File: src/rtl/ysyx_23060171_pkg.sv
// Shared encodings for the branch resolution unit: jump codes, PC sources,
// FSM states and 2-bit predictor counter values.
package ysyx_23060171_pkg;

   localparam logic [3:0] JMP_BEQ   = 4'b0000;
   localparam logic [3:0] JMP_BNE   = 4'b0001;
   localparam logic [3:0] JMP_BLT   = 4'b0100;
   localparam logic [3:0] JMP_BGE   = 4'b0101;
   localparam logic [3:0] JMP_BLTU  = 4'b0110;
   localparam logic [3:0] JMP_BGEU  = 4'b0111;
   localparam logic [3:0] JMP_JAL   = 4'b1000;
   localparam logic [3:0] JMP_JALR  = 4'b1001;
   localparam logic [3:0] JMP_MRET  = 4'b1010;
   localparam logic [3:0] JMP_NJUMP = 4'b1111;

   typedef enum logic [2:0] {
      PC_PLUS_4   = 3'b000,
      PC_PLUS_IMM = 3'b001,
      PC_PLUS_RS2 = 3'b010,
      PC_MTVEC    = 3'b011,
      PC_MEPC     = 3'b100
   } pcsrc_e;

   typedef enum logic [1:0] {
      ST_INIT  = 2'b00,
      ST_IDLE  = 2'b01,
      ST_REDIR = 2'b10
   } state_e;

   localparam logic [1:0] CTR_SNT = 2'b00;
   localparam logic [1:0] CTR_WNT = 2'b01;
   localparam logic [1:0] CTR_WT  = 2'b10;
   localparam logic [1:0] CTR_ST  = 2'b11;

   function automatic logic [1:0] ctr_update(input logic [1:0] ctr, input logic taken);
      if (taken) begin
         return (ctr == CTR_ST) ? CTR_ST : ctr + 2'b01;
      end
      return (ctr == CTR_SNT) ? CTR_SNT : ctr - 2'b01;
   endfunction

   function automatic logic is_cond(input logic [3:0] jump);
      return jump inside {JMP_BEQ, JMP_BNE, JMP_BLT, JMP_BGE, JMP_BLTU, JMP_BGEU};
   endfunction

endpackage

File: src/rtl/ysyx_23060171_pht.sv
// Pattern history table of 2-bit saturating counters with an init sweep,
// one combinational read port and one saturating update port.
module ysyx_23060171_pht
   import ysyx_23060171_pkg::*;
#(
   parameter int unsigned DEPTH    = 64,
   parameter int unsigned IW       = $clog2(DEPTH),
   parameter logic [1:0]  CTR_INIT = CTR_WNT
) (
   input  logic          clock,
   input  logic          reset_n,
   input  logic          init_en_i,
   output logic          init_last_o,
   input  logic [IW-1:0] rd_idx_i,
   output logic [1:0]    rd_ctr_o,
   input  logic          upd_en_i,
   input  logic [IW-1:0] upd_idx_i,
   input  logic          upd_taken_i
);

   logic [1:0]    ctr_q [DEPTH];
   logic [IW-1:0] init_idx_q;

   always_ff @(posedge clock or negedge reset_n) begin
      if (!reset_n) begin
         init_idx_q <= '0;
      end else if (init_en_i) begin
         init_idx_q <= init_idx_q + IW'(1);
      end
   end

   // The array itself is not reset; the init sweep rewrites every entry.
   always_ff @(posedge clock) begin
      if (init_en_i) begin
         ctr_q[init_idx_q] <= CTR_INIT;
      end else if (upd_en_i) begin
         ctr_q[upd_idx_i] <= ctr_update(ctr_q[upd_idx_i], upd_taken_i);
      end
   end

   assign init_last_o = init_en_i && (init_idx_q == IW'(DEPTH - 1));
   assign rd_ctr_o    = ctr_q[rd_idx_i];

endmodule

File: src/rtl/ysyx_23060171_bru.sv
// Branch resolution unit: resolves next PC, trains the PHT and issues a
// held redirect when the fetched PC disagrees with the resolved target.
//
// state    | meaning
// ST_INIT  | sweeping CTR_INIT into the PHT, one entry per cycle
// ST_IDLE  | accepting resolve requests
// ST_REDIR | redirect held until IFU accepts it
module ysyx_23060171_bru
   import ysyx_23060171_pkg::*;
#(
   parameter int unsigned XLEN      = 32,
   parameter int unsigned PHT_DEPTH = 64,
   parameter int unsigned IDX_LSB   = 2,
   parameter logic [1:0]  CTR_INIT  = CTR_WNT
) (
   input  logic            clock,
   input  logic            reset_n,
   input  logic [XLEN-1:0] if_pc,
   output logic            if_taken,
   input  logic            ex_valid,
   output logic            ex_ready,
   input  logic [XLEN-1:0] ex_pc,
   input  logic [3:0]      ex_jump,
   input  logic            ex_zf,
   input  logic            ex_cmp,
   input  logic            ex_trap,
   input  logic [XLEN-1:0] ex_imm,
   input  logic [XLEN-1:0] ex_jalr_tgt,
   input  logic [XLEN-1:0] ex_mtvec,
   input  logic [XLEN-1:0] ex_mepc,
   input  logic [XLEN-1:0] ex_pred_pc,
   output logic            redir_valid,
   input  logic            redir_ready,
   output logic [XLEN-1:0] redir_pc,
   output logic [2:0]      redir_src,
   output logic [31:0]     mispred_cnt
);

   localparam int unsigned IW = $clog2(PHT_DEPTH);

   state_e            state_q;
   logic              redir_valid_q;
   logic [XLEN-1:0]   redir_pc_q;
   pcsrc_e            redir_src_q;
   logic [31:0]       mispred_cnt_q;

   logic              taken_d;
   logic [XLEN-1:0]   target_d;
   pcsrc_e            src_d;
   logic              accept;
   logic              pht_upd;
   logic              init_last;
   logic [1:0]        if_ctr;
   logic [IW-1:0]     if_idx;
   logic [IW-1:0]     ex_idx;
   logic              unused_if_pc;

   assign if_idx       = if_pc[IDX_LSB +: IW];
   assign ex_idx       = ex_pc[IDX_LSB +: IW];
   assign unused_if_pc = ^if_pc;

   always_comb begin
      taken_d = 1'b0;
      case (ex_jump)
         JMP_BEQ:                      taken_d = ex_zf;
         JMP_BNE:                      taken_d = !ex_zf;
         JMP_BLT, JMP_BLTU:            taken_d = ex_cmp;
         JMP_BGE, JMP_BGEU:            taken_d = !ex_cmp;
         JMP_JAL, JMP_JALR, JMP_MRET:  taken_d = 1'b1;
         JMP_NJUMP:                    taken_d = 1'b0;
         default:                      taken_d = 1'b0;
      endcase
   end

   // A trap wins over whatever the jump code says.
   always_comb begin
      src_d    = PC_PLUS_4;
      target_d = ex_pc + XLEN'(4);
      if (ex_trap) begin
         src_d    = PC_MTVEC;
         target_d = ex_mtvec;
      end else if (ex_jump == JMP_MRET) begin
         src_d    = PC_MEPC;
         target_d = ex_mepc;
      end else if (ex_jump == JMP_JALR) begin
         src_d    = PC_PLUS_RS2;
         target_d = ex_jalr_tgt;
      end else if ((ex_jump == JMP_JAL) || (is_cond(ex_jump) && taken_d)) begin
         src_d    = PC_PLUS_IMM;
         target_d = ex_pc + ex_imm;
      end
   end

   assign accept  = ex_valid && (state_q == ST_IDLE);
   assign pht_upd = accept && is_cond(ex_jump) && !ex_trap;

   ysyx_23060171_pht #(
      .DEPTH    (PHT_DEPTH),
      .IW       (IW),
      .CTR_INIT (CTR_INIT)
   ) u_pht (
      .clock       (clock),
      .reset_n     (reset_n),
      .init_en_i   (state_q == ST_INIT),
      .init_last_o (init_last),
      .rd_idx_i    (if_idx),
      .rd_ctr_o    (if_ctr),
      .upd_en_i    (pht_upd),
      .upd_idx_i   (ex_idx),
      .upd_taken_i (taken_d)
   );

   always_ff @(posedge clock or negedge reset_n) begin
      if (!reset_n) begin
         state_q       <= ST_INIT;
         redir_valid_q <= 1'b0;
         redir_pc_q    <= '0;
         redir_src_q   <= PC_PLUS_4;
         mispred_cnt_q <= '0;
      end else begin
         case (state_q)
            ST_INIT: begin
               if (init_last) begin
                  state_q <= ST_IDLE;
               end
            end
            ST_IDLE: begin
               if (accept && (target_d != ex_pred_pc)) begin
                  state_q       <= ST_REDIR;
                  redir_valid_q <= 1'b1;
                  redir_pc_q    <= target_d;
                  redir_src_q   <= src_d;
                  mispred_cnt_q <= mispred_cnt_q + 32'd1;
               end
            end
            ST_REDIR: begin
               if (redir_ready) begin
                  state_q       <= ST_IDLE;
                  redir_valid_q <= 1'b0;
               end
            end
            default: begin
               state_q <= ST_INIT;
            end
         endcase
      end
   end

   assign ex_ready    = (state_q == ST_IDLE);
   assign if_taken    = (state_q != ST_INIT) && (if_ctr >= CTR_WT);
   assign redir_valid = redir_valid_q;
   assign redir_pc    = redir_pc_q;
   assign redir_src   = redir_src_q;
   assign mispred_cnt = mispred_cnt_q;

endmodule

File: config.mk
export PLATFORM = sky130hd
export DESIGN_NAME = ysyx_23060171_bru
export DESIGN_NICKNAME = d
export VERILOG_FILES = /design/src/rtl/ysyx_23060171_pkg.sv /design/src/rtl/ysyx_23060171_pht.sv /design/src/rtl/ysyx_23060171_bru.sv
export SDC_FILE = /design/constraint.sdc
export NUM_CORES = 1
export LEC_CHECK = 0
export ABC_AREA = 1
export BUFFER_PORTS_ARGS = -buffer_cell sky130_fd_sc_hd__buf_2
export CORE_UTILIZATION = 40
export CTS_CLUSTER_DIAMETER = 120
export DETAILED_ROUTE_END_ITERATION = 10
export GPL_ROUTABILITY_DRIVEN = 0
export GPL_TIMING_DRIVEN = 0
export PLACE_DENSITY = 0.64
export SLEW_MARGIN = 0
export SYNTH_ARGS = -nofsm -noshare
export SYNTH_HDL_FRONTEND = slang
export SYNTH_HIERARCHICAL = 1
export SYNTH_SLANG_ARGS = --single-unit
File: constraint.sdc
create_clock -name clock -period 3 [get_ports clock]
set_input_delay 0.15 -clock clock [delete_from_list [all_inputs] [get_ports clock]]
set_output_delay 0.15 -clock clock [all_outputs]
set_load 0.1 [all_outputs]
* Yosys cells after proc, flatten, opt, wreduce, memory -nomap -nowiden
Memories as Yosys holds them, arrays and structs flattened. Index checks and enable logic that the tools add are counted.
Word-level totals: register bits 76, memory bits (writable) 128, input bits 235, output and inout port bits 70, word-level logic and storage cells 87, memories 1
Memories:
- u_pht.ctr_q | depth 64, bits a word 2, rd ports 2, clocked after memory_dff 0, write ports 1, line ysyx_23060171_pht.sv:21 | logic [1:0] ctr_q [DEPTH];
Operators by class: $add $sub $neg 6, order comparisons 1, equality and inequality tests 16, mux-type cells 33, reduce and logical (&&, ||, !) cells 24
Operators with widths (number):
- $mux 32 | 4
- $add 32x1->32 const B | 1
- $add 32x3->32 const B | 1
- $add 32x32->32 | 1
- $ne 32x32->1 | 1
- $mux 2 | 11
- $eq 4x3->1 const B | 4
- $eq 4x4->1 const B | 3
- $mux 1 | 12
- $logic_and 1x1->1 | 7
- $add 6x1->6 const B | 1
- $eq 6x6->1 const B | 1
- $mux 3 | 2
- $mux 6 | 1
- $pmux 2 s3 | 1
- $reduce_and 3->1 | 2
- $reduce_bool 6->1 | 1
- $reduce_or 2->1 | 3
- $pmux 1 s5 | 1
- $eq 2x2->1 const B | 2
- $eq 4x1->1 const B | 1
- $logic_not 2->1 | 2
- $logic_not 4->1 | 1
- $ne 2x2->1 const B | 2
- 11 further kinds | 14

* Logic depth before layout (Yosys ltp)
Gate-level depths: netlist of run 1.
depth after elaboration 13, depth in mapped cells 26, gate-level depth less buffers 25

* Cells and area by module
Netlist of run 1, hierarchy kept.
By module, submodules not included:
- ysyx_23060171_bru | instances 1, cells each 1566, area each 8714.6 um^2, sequential area each 1751.7 um^2
- ysyx_23060171_pht | instances 1, cells each 810, area each 7160.6 um^2, sequential area each 3993.8 um^2

* Least setup slack after synthesis of run 1
Ideal clock, no wire load.
path type register to register, start point register state_q[1], end point memory u_pht.ctr_q[0][1] (data pin), setup time 500 ps, data arrival time 3886 ps, data required time 2500 ps, path slack -1386 ps, stages on the path, launching flop included 8, clock period less this slack 4386 ps, cells stage by stage dfrtp_1 > nor2_1 > nand2_1 > nor2_1 > inv_1 > nor2_8 > nand2_1 > nor2_1
On the way: word-level cells in the longest chain between the ends 9, elaborated cells between the ends (all ways) 10, classes of those cells eq/ne: 1; mux: 4; reduce/logical: 5
RTL lines:
- start: declaration | line ysyx_23060171_bru.sv:41 | state_e state_q;
- start signal: assignment | line ysyx_23060171_bru.sv:115 | state_q <= ST_INIT;
- start signal: assignment | line ysyx_23060171_bru.sv:124 | state_q <= ST_IDLE;
- start signal: assignment | line ysyx_23060171_bru.sv:129 | state_q <= ST_REDIR;
- $eq 2x1->1
- via ex_ready | line ysyx_23060171_bru.sv:21 | output logic ex_ready,
- $logic_and 1x1->1 | line ysyx_23060171_bru.sv:94 | assign accept = ex_valid && (state_q == ST_IDLE);
- $logic_and 1x1->1 (2 in series) | line ysyx_23060171_bru.sv:95 | assign pht_upd = accept && is_cond(ex_jump) && !ex_trap;
- via pht_upd | line ysyx_23060171_bru.sv:51 | logic pht_upd;
- $mux 1 | line ysyx_23060171_pht.sv:36 | end else if (upd_en_i) begin
- $mux 1 | line ysyx_23060171_pht.sv:34 | if (init_en_i) begin
- $mux 1 (implied by the code) | line ysyx_23060171_pht.sv:37 | ctr_q[upd_idx_i] <= ctr_update(ctr_q[upd_idx_i], upd_taken_i);
- $reduce_or 2->1 (no line)
- $mux 2 (no line)
- end: declaration | line ysyx_23060171_pht.sv:21
The timed path passes the listed nets, and every way through them passes these cells.

* Worst setup path after layout of run 1
start point input port ex_pc[14], end point register redir_pc_q[2], in the netlist redir_pc[2]
On the way: word-level cells in the longest chain between the ends 8, elaborated cells between the ends (all ways) 9, classes of those cells add/sub: 2; eq/ne: 1; mux: 4; reduce/logical: 2
RTL lines:
- start: declaration | line ysyx_23060171_bru.sv:22 | input logic [XLEN-1:0] ex_pc,
- $add 32x3->32 / $add 32x32->32 (equally long branches) | line ysyx_23060171_bru.sv:78, ysyx_23060171_bru.sv:90
- $mux 32 (*) | line ysyx_23060171_bru.sv:88 | end else if ((ex_jump == JMP_JAL) || (is_cond(ex_jump) && taken_d)) begin
- $mux 32 (*) | line ysyx_23060171_bru.sv:85 | end else if (ex_jump == JMP_JALR) begin
- $mux 32 (*) | line ysyx_23060171_bru.sv:82 | end else if (ex_jump == JMP_MRET) begin
- $mux 32 (*) | line ysyx_23060171_bru.sv:79 | if (ex_trap) begin
- $ne 32x32->1 (*) | line ysyx_23060171_bru.sv:128 | if (accept && (target_d != ex_pred_pc)) begin
- $logic_and 1x1->1 (*) | line ysyx_23060171_bru.sv:128
- $reduce_and 2->1 (no line) (*)
- end signal: assignment | line ysyx_23060171_bru.sv:131 | redir_pc_q <= target_d;
- end: declaration | line ysyx_23060171_bru.sv:43 | logic [XLEN-1:0] redir_pc_q;
Every way passes the cells marked *; elsewhere a longest branch is shown, timed or not. A chain may end at the register's enable or synchronous reset.

==> flow_metrics.env, run 1 <==
export IMPL_wl_met1_um=25400
export IMPL_syn_inst=2273
export IMPL_grt_max_degree=62
export IMPL_initial_core_util=0.407
export IMPL_crit_fanout=10
export IMPL_finalInstanceArea_mm2=0.0183
export IMPL_ys_warn_count=6
export IMPL_drc=0
export IMPL_worst_ep_required_time_ns=3.41
export IMPL_grt_pass1_wl_um=89000
export IMPL_end_kind="flop"
export IMPL_cts_inserted_buffers=23
export IMPL_ir_worst_vdd_mv=0.329
export IMPL_core_mm2=0.0378
export IMPL_met2WireLength_um=25900
export IMPL_wl_per_cell_um=19.4
export IMPL_gr_usage_all_layers=0.300
export IMPL_startpoint_type="primary input"
export IMPL_die_w_um=198
export IMPL_hpwl_um=47400
export IMPL_fin_crit_sh=0.979
export IMPL_crit_type="in2reg"
export IMPL_setup_viol=0
export IMPL_cts_max_level=1
export IMPL_synth_area_mm2=0.0154
export IMPL_ant_nets=0
export IMPL_num_rows=71
export IMPL_timing_slew_headroom=0.472
export IMPL_die_area_mm2=0.0392
export IMPL_setup_ws_ns=0.0617
export IMPL_io_buffers=277
export IMPL_clock_sinks=204
export IMPL_vias=17100
export IMPL_worst_clock_skew_ns=0.0425
export IMPL_first_pass_iters=6
export IMPL_cts_tree="done"
export IMPL_multi_input_area_mm2=0.00833
export IMPL_fill_cells=3851
export IMPL_p_leak_nw=9.09
export IMPL_highest_layer="met4"
export IMPL_syn_nets=2543
export IMPL_post_dp_cell_area_mm2=0.0175
export IMPL_clk_latency_ns=0.56
export IMPL_hold_class="in2async"
export IMPL_layout_area_seq_mm2=0.00575
export IMPL_ioPinCount=305
export IMPL_final_max_slew_violation_count=0
export IMPL_post_route_util=0.486
export IMPL_first_iter_violations=2054
export IMPL_dp_slack_ns=-0.406
export IMPL_period_needed_ns=2.94
export IMPL_outcome="finished clean"
export IMPL_tightest_slew_ns=0.792
export IMPL_die_y_um=198
export IMPL_fmax_ghz=0.340
export IMPL_power_density_mw_per_mm2=395
export IMPL_cp_arrival_ns=3.35
export IMPL_rsz0062_at_grt="false"
export IMPL_via_per_inst=5.50
export IMPL_drive_above_1_share=0.163
export IMPL_syn_avg_cell_area_um2=6.76
export IMPL_fin_nets=2853
export IMPL_clock_path_buffers=3
export IMPL_cts_reportedPaths_clkPinSlew_ns=0.06
export IMPL_antenna_found_initial=5
export IMPL_final_setup_tns_ns=0
export IMPL_area_growth_pct=19.4
export IMPL_fin_cells=3116
export IMPL_cts_root_buf="clkbuf_16"
export IMPL_route_met3_wl_um=6630
export IMPL_grt_pass1_vias=15500
export IMPL_drv_cap=0
export IMPL_hold_violations=0
export IMPL_dp_cells=3064
export IMPL_grt_ovfl_total=0
export IMPL_wl_um=60500
## critical path, cell delays in order
cell and delay, ns:
buf_2 0.14, ha_1 0.39, nand2_1 0.09, inv_1 0.08, nand2_1 0.12, nor3_1 0.33
nand4_1 0.18, nand3_1 0.19, nor2_1 0.06, o21ai_0 0.30, nand2_1 0.20, nand3b_1 0.13
nand2_1 0.05, nor2_1 0.11, nand3_1 0.09, nor2_1 0.13, nand2_2 0.15, buf_8 0.18
buf_6 0.13, nand3_1 0.08, nand2_1 0.06
## area by class of cell
type                       count  area share
clock inverter                15     0.00757
antenna                        6    0.000818
clock buffer                  26      0.0320
multi-input combinational   1745       0.454
sequential                   204       0.313
inverter                     235      0.0482
timing repair buffer         285      0.0825
buffer                        89      0.0271
tap                          511      0.0348
## metal layers
metal  GRT usage  up-vias
met4       0.113        0
met3      0.0409      146
met2       0.456     1015
li1            -     8041
met1       0.431     7943
met5           0        -
## power breakdown
part | total, mW | switching, mW | leakage (nW) | internal (mW)
registers | 2.96 | 0 | 1.95 | 2.96
logic | 1.49 | 0.993 | 6.79 | 0.498
clock network | 2.80 | 1.22 | 0.355 | 1.59
total | 7.25 | 2.21 | 9.09 | 5.05
## placed cells by master (no fill, tap or decap), types with 5 or more instances in the layout
master	count
nand3_2	6
buf_2	303
diode_2	6
nand3b_1	13
o22ai_1	20
buf_6	8
nor4_1	18
dfrtp_1	76
clkbuf_16	23
o22a_1	21
xor2_1	42
ha_1	33
nand3_1	291
nor3_1	27
o21ai_0	60
nand2_1	818
inv_2	10
or2_2	12
inv_1	223
buf_4	17
nand4_1	22
edfxtp_1	128
xnor2_1	18
clkbuf_1	36
a21oi_1	71
clkinv_1	7
o21bai_1	5
nor2_1	230
## through the flow
stage	power [mW]	hold WS, ns
after global routing	7.52	0.0438
after detailed placement	4.45	0.0315
final	7.25	0.0377
after floorplan	3.88	-0.146
after global placement	4.42	0.452
after CTS	7.23	0.0214
## timing repair
action / CTS / global route
hold buffers: 2 / 0
buffers inserted: 0 / 3
endpoints found under the hold margin: 78 / 0
gates resized for setup: 0 / 22
endpoints found under the setup margin: 0 / 84
## state kept, by name (all words and copies together), names as in the netlist
signal	flops
redir_valid	1
u_pht/ctr_q	128
state_q	2
redir_src	3
u_pht/init_idx_q	6
mispred_cnt	32
redir_pc	32
## final timing paths
check / start / cells after the start / end / slack (ns)
min in group clock: ex_mtvec[31] / 6 / redir_pc[31] / 0.10
max reg2reg: state_q[1] / 11 / u_pht/ctr_q[36][1] / 0.16
min: reset_n / 2 / mispred_cnt[14] / 0.04
min reg2reg: redir_pc[5] / 2 / redir_pc[5] / 0.47
max: ex_pc[14] / 21 / redir_pc[2] / 0.06
max in group asynchronous: reset_n / 3 / u_pht/init_idx_q[0] / 2.38
Power figures use the tool's default switching activity.
==> run 2: changes to the inputs <==
--- a/config.mk
+++ b/config.mk
@@ -11,8 +11,8 @@
 export CTS_CLUSTER_DIAMETER = 120
 export DETAILED_ROUTE_END_ITERATION = 10
 export GPL_ROUTABILITY_DRIVEN = 0
-export GPL_TIMING_DRIVEN = 0
 export PLACE_DENSITY = 0.64
+export SETUP_SLACK_MARGIN = 0.5
 export SLEW_MARGIN = 0
 export SYNTH_ARGS = -nofsm -noshare
 export SYNTH_HDL_FRONTEND = slang
==> run 2 against run 1 <==
  * Total power up 6.9%
  * Wire length down 1.6%
  * Clock skew down 0.019 ns
  * Largest power group unchanged
  * Critical endpoint is now u_pht/ctr_q[39][0]
  * Clock-buffer cell count down 1
  * Register-to-register slack better by 0.22 ns
  * Non-clock buffer count up 150
  * Die area unchanged
  * Sequential share of layout area down 4.2 points
==> flow_metrics.env, run 2 (synthesis gave the netlist of run 1 again) <==
export IMPL_fin_nets=3003
export IMPL_intPower_mw=5.43
export IMPL_post_dp_cell_area_mm2=0.0186
export IMPL_first_iter_violations=1663
export IMPL_p_leak_nw=10.3
export IMPL_pwr_share_clk=0.369
export IMPL_io_buffers=278
export IMPL_regToRegEndpoint="u_pht/ctr_q[39][0]"
export IMPL_gr_usage_all_layers=0.294
export IMPL_power_switching_mw=2.32
export IMPL_wl_um=59600
export IMPL_wl_per_cell_um=18.2
export IMPL_crit_fanout=8
export IMPL_drc=0
export IMPL_p_comb_frac=0.249
export IMPL_setup_viol=0
export IMPL_rsz0062_at_grt="true"
export IMPL_cts_inserted_buffers=23
export IMPL_layout_commonest_cell="nand2_1"
export IMPL_finalInstanceArea_mm2=0.0212
export IMPL_vias=17400
export IMPL_die_area_mm2=0.0392
export IMPL_crit_type="reg2reg"
export IMPL_post_route_util=0.561
export IMPL_cts_reportedPaths_clkPinSlew_ns=0.06
export IMPL_cp_cell_sequence="inv_2 -> nor2_4 -> nand2_1 -> nor2_1 -> inv_2 -> nor2_8 -> inv_6 -> o21ai_2 -> inv_1 -> nor2_1 -> nand2_2 -> nor2_1"
export IMPL_core_mm2=0.0378
export IMPL_fmax_ghz=0.382
export IMPL_fin_crit_sh=0.872
export IMPL_slowest_delay_ns=0.38
export IMPL_outcome="finished clean"
export IMPL_critical_path_top_delay_family="simple AND/OR/NAND/NOR gates"
export IMPL_num_rows=71
export IMPL_top_register="u_pht/ctr_q"
export IMPL_hold_violations=0
export IMPL_first_pass_iters=6
export IMPL_hold_class="in2reg"
export IMPL_period_needed_ns=2.62
export IMPL_cts_max_level=1
export IMPL_ant_nets=0
export IMPL_crit_top_cell="nor2_1"
export IMPL_grt_pass1_wl_um=88900
export IMPL_timing_slew_headroom=0.335
export IMPL_crit_slowest_cell="dfrtp_1"
export IMPL_initial_core_util=0.407
export IMPL_area_growth_pct=37.9
export IMPL_grt_max_degree=77
export IMPL_antenna_found_initial=6
export IMPL_startpoint_type="flop"
export IMPL_reg2reg_from="state_q[0]"
export IMPL_cts_tree="done"
export IMPL_finalPower_mw=7.75
export IMPL_tightest_slew_ns=0.998
export IMPL_clk_latency_ns=0.54
export IMPL_worstSetupEndpoint="u_pht/ctr_q[39][0]"
export IMPL_switching_share=0.299
export IMPL_die_w_um=198
export IMPL_die_y_um=198
export IMPL_r2r_slack_ns=0.38
export IMPL_r2r_cells=12
export IMPL_worst_clock_skew_ns=0.0233
export IMPL_drv_cap=0
export IMPL_drive_above_1_share=0.307
export IMPL_cts_root_buf="clkbuf_16"
export IMPL_grt_ovfl_total=0
export IMPL_clock_path_buffers=3
export IMPL_final_max_slew_violation_count=0
export IMPL_final_cell_mix="707 x nand2_1, 274 x buf_2, 259 x nand3_1"
export IMPL_seqPwrFrac=0.382
export IMPL_final_setup_tns_ns=0
export IMPL_via_per_inst=5.33
export IMPL_grt_pass1_vias=16200
export IMPL_worstSetupStartpoint="state_q[0]"
export IMPL_worst_ep_required_time_ns=3.23
export IMPL_end_kind="flop"
export IMPL_crit_buf_inv=4
export IMPL_ioPinCount=305
export IMPL_hpwl_um=44000
export IMPL_cp_arrival_ns=2.84
export IMPL_clock_sinks=204
export IMPL_cp_depth=12
export IMPL_largest_reg_flops=128
export IMPL_power_density_mw_per_mm2=366
export IMPL_ir_worst_vdd_mv=0.360
run 2: cell types whose count changed in the layout (fill, tap and decap cells not counted), moves of 11 or more:
cell / delta
clkbuf_1: -34
nor2_2: +25
buf_4: +192
ha_4: +18
nand3_2: +28
ha_1: -19
nand2_1: -111
nor2_4: +12
buf_12: +11
nand2_2: +90
nand3_1: -32
nand2_4: +21
buf_2: -29
nor2_1: -37
run 2: metal layers:
layer | share of wire | vias to the layer above | global-route usage
met5 | 0 | - | 0
met4 | 0.038 | 0 | 0.108
met3 | 0.081 | 139 | 0.0342
met2 | 0.45 | 821 | 0.465
met1 | 0.43 | 8124 | 0.410
li1 | - | 8339 | -
run 2: worst reg2reg max path, cell delays in order (launching register included):
cell and delay (ns):
dfrtp_1 0.38, inv_2 0.08, nor2_4 0.13, nand2_1 0.13, nor2_1 0.14, inv_2 0.08
nor2_8 0.19, inv_6 0.09, o21ai_2 0.24, inv_1 0.12, nor2_1 0.27, nand2_2 0.23
nor2_1 0.24
run 2: timing repair:
item                                    CTS  global route
pin swaps                                13            65
buffers inserted                         13            17
cloned                                    7             3
hold endpoints to repair                 78             0
hold buffers                              2             0
endpoints found under the setup margin   73           219
gates resized for setup                 138           180
run 2: power groups by stage:
stage	clock (mW)	combinational, mW	sequential [mW]
6_report	2.86	1.93	2.96
3_5_place_dp	0	1.64	3.02
3_3_place_gp	0	1.63	3.02
2_1_floorplan	0	0.864	3.02
4_1_cts	2.88	1.77	2.96
5_1_grt	2.98	2.10	2.96
run 2: worst min path at each step:
| stage | start | to | slack (ns) | depth (start not counted) |
|---|---|---|---|---|
| global route | ex_mtvec[6] | redir_pc[6] | 0.20 | 6 |
| detailed placement | reset_n | mispred_cnt[13] | 0.37 | 1 |
| global placement | reset_n | mispred_cnt[13] | 0.36 | 1 |
| finish | ex_mtvec[6] | redir_pc[6] | 0.16 | 6 |
| CTS | ex_mtvec[6] | redir_pc[6] | 0.14 | 6 |
| floorplan | reset_n | mispred_cnt[0] | -0.15 | 0 |
run 2: cell type report:
class,count,area [µm²]
Sequential cell,204,5750
Tap cell,511,639
Clock inverter,17,169
Multi-Input combinational cell,1745,9470
Timing Repair Buffer,524,3680
Clock buffer,25,583
Antenna cell,7,17.5
Inverter,235,895
Fill cell,3545,16600
run 2: stage by stage:
step                      cells  hold WS (ns)  setup WS [ns]
after global placement     3177         0.364         -0.209
after CTS                  3241         0.136          0.456
final                      3268         0.161          0.383
after floorplan            2273        -0.146          0.422
after detailed placement   3177         0.374         -0.269
after global routing       3267         0.196          0.247
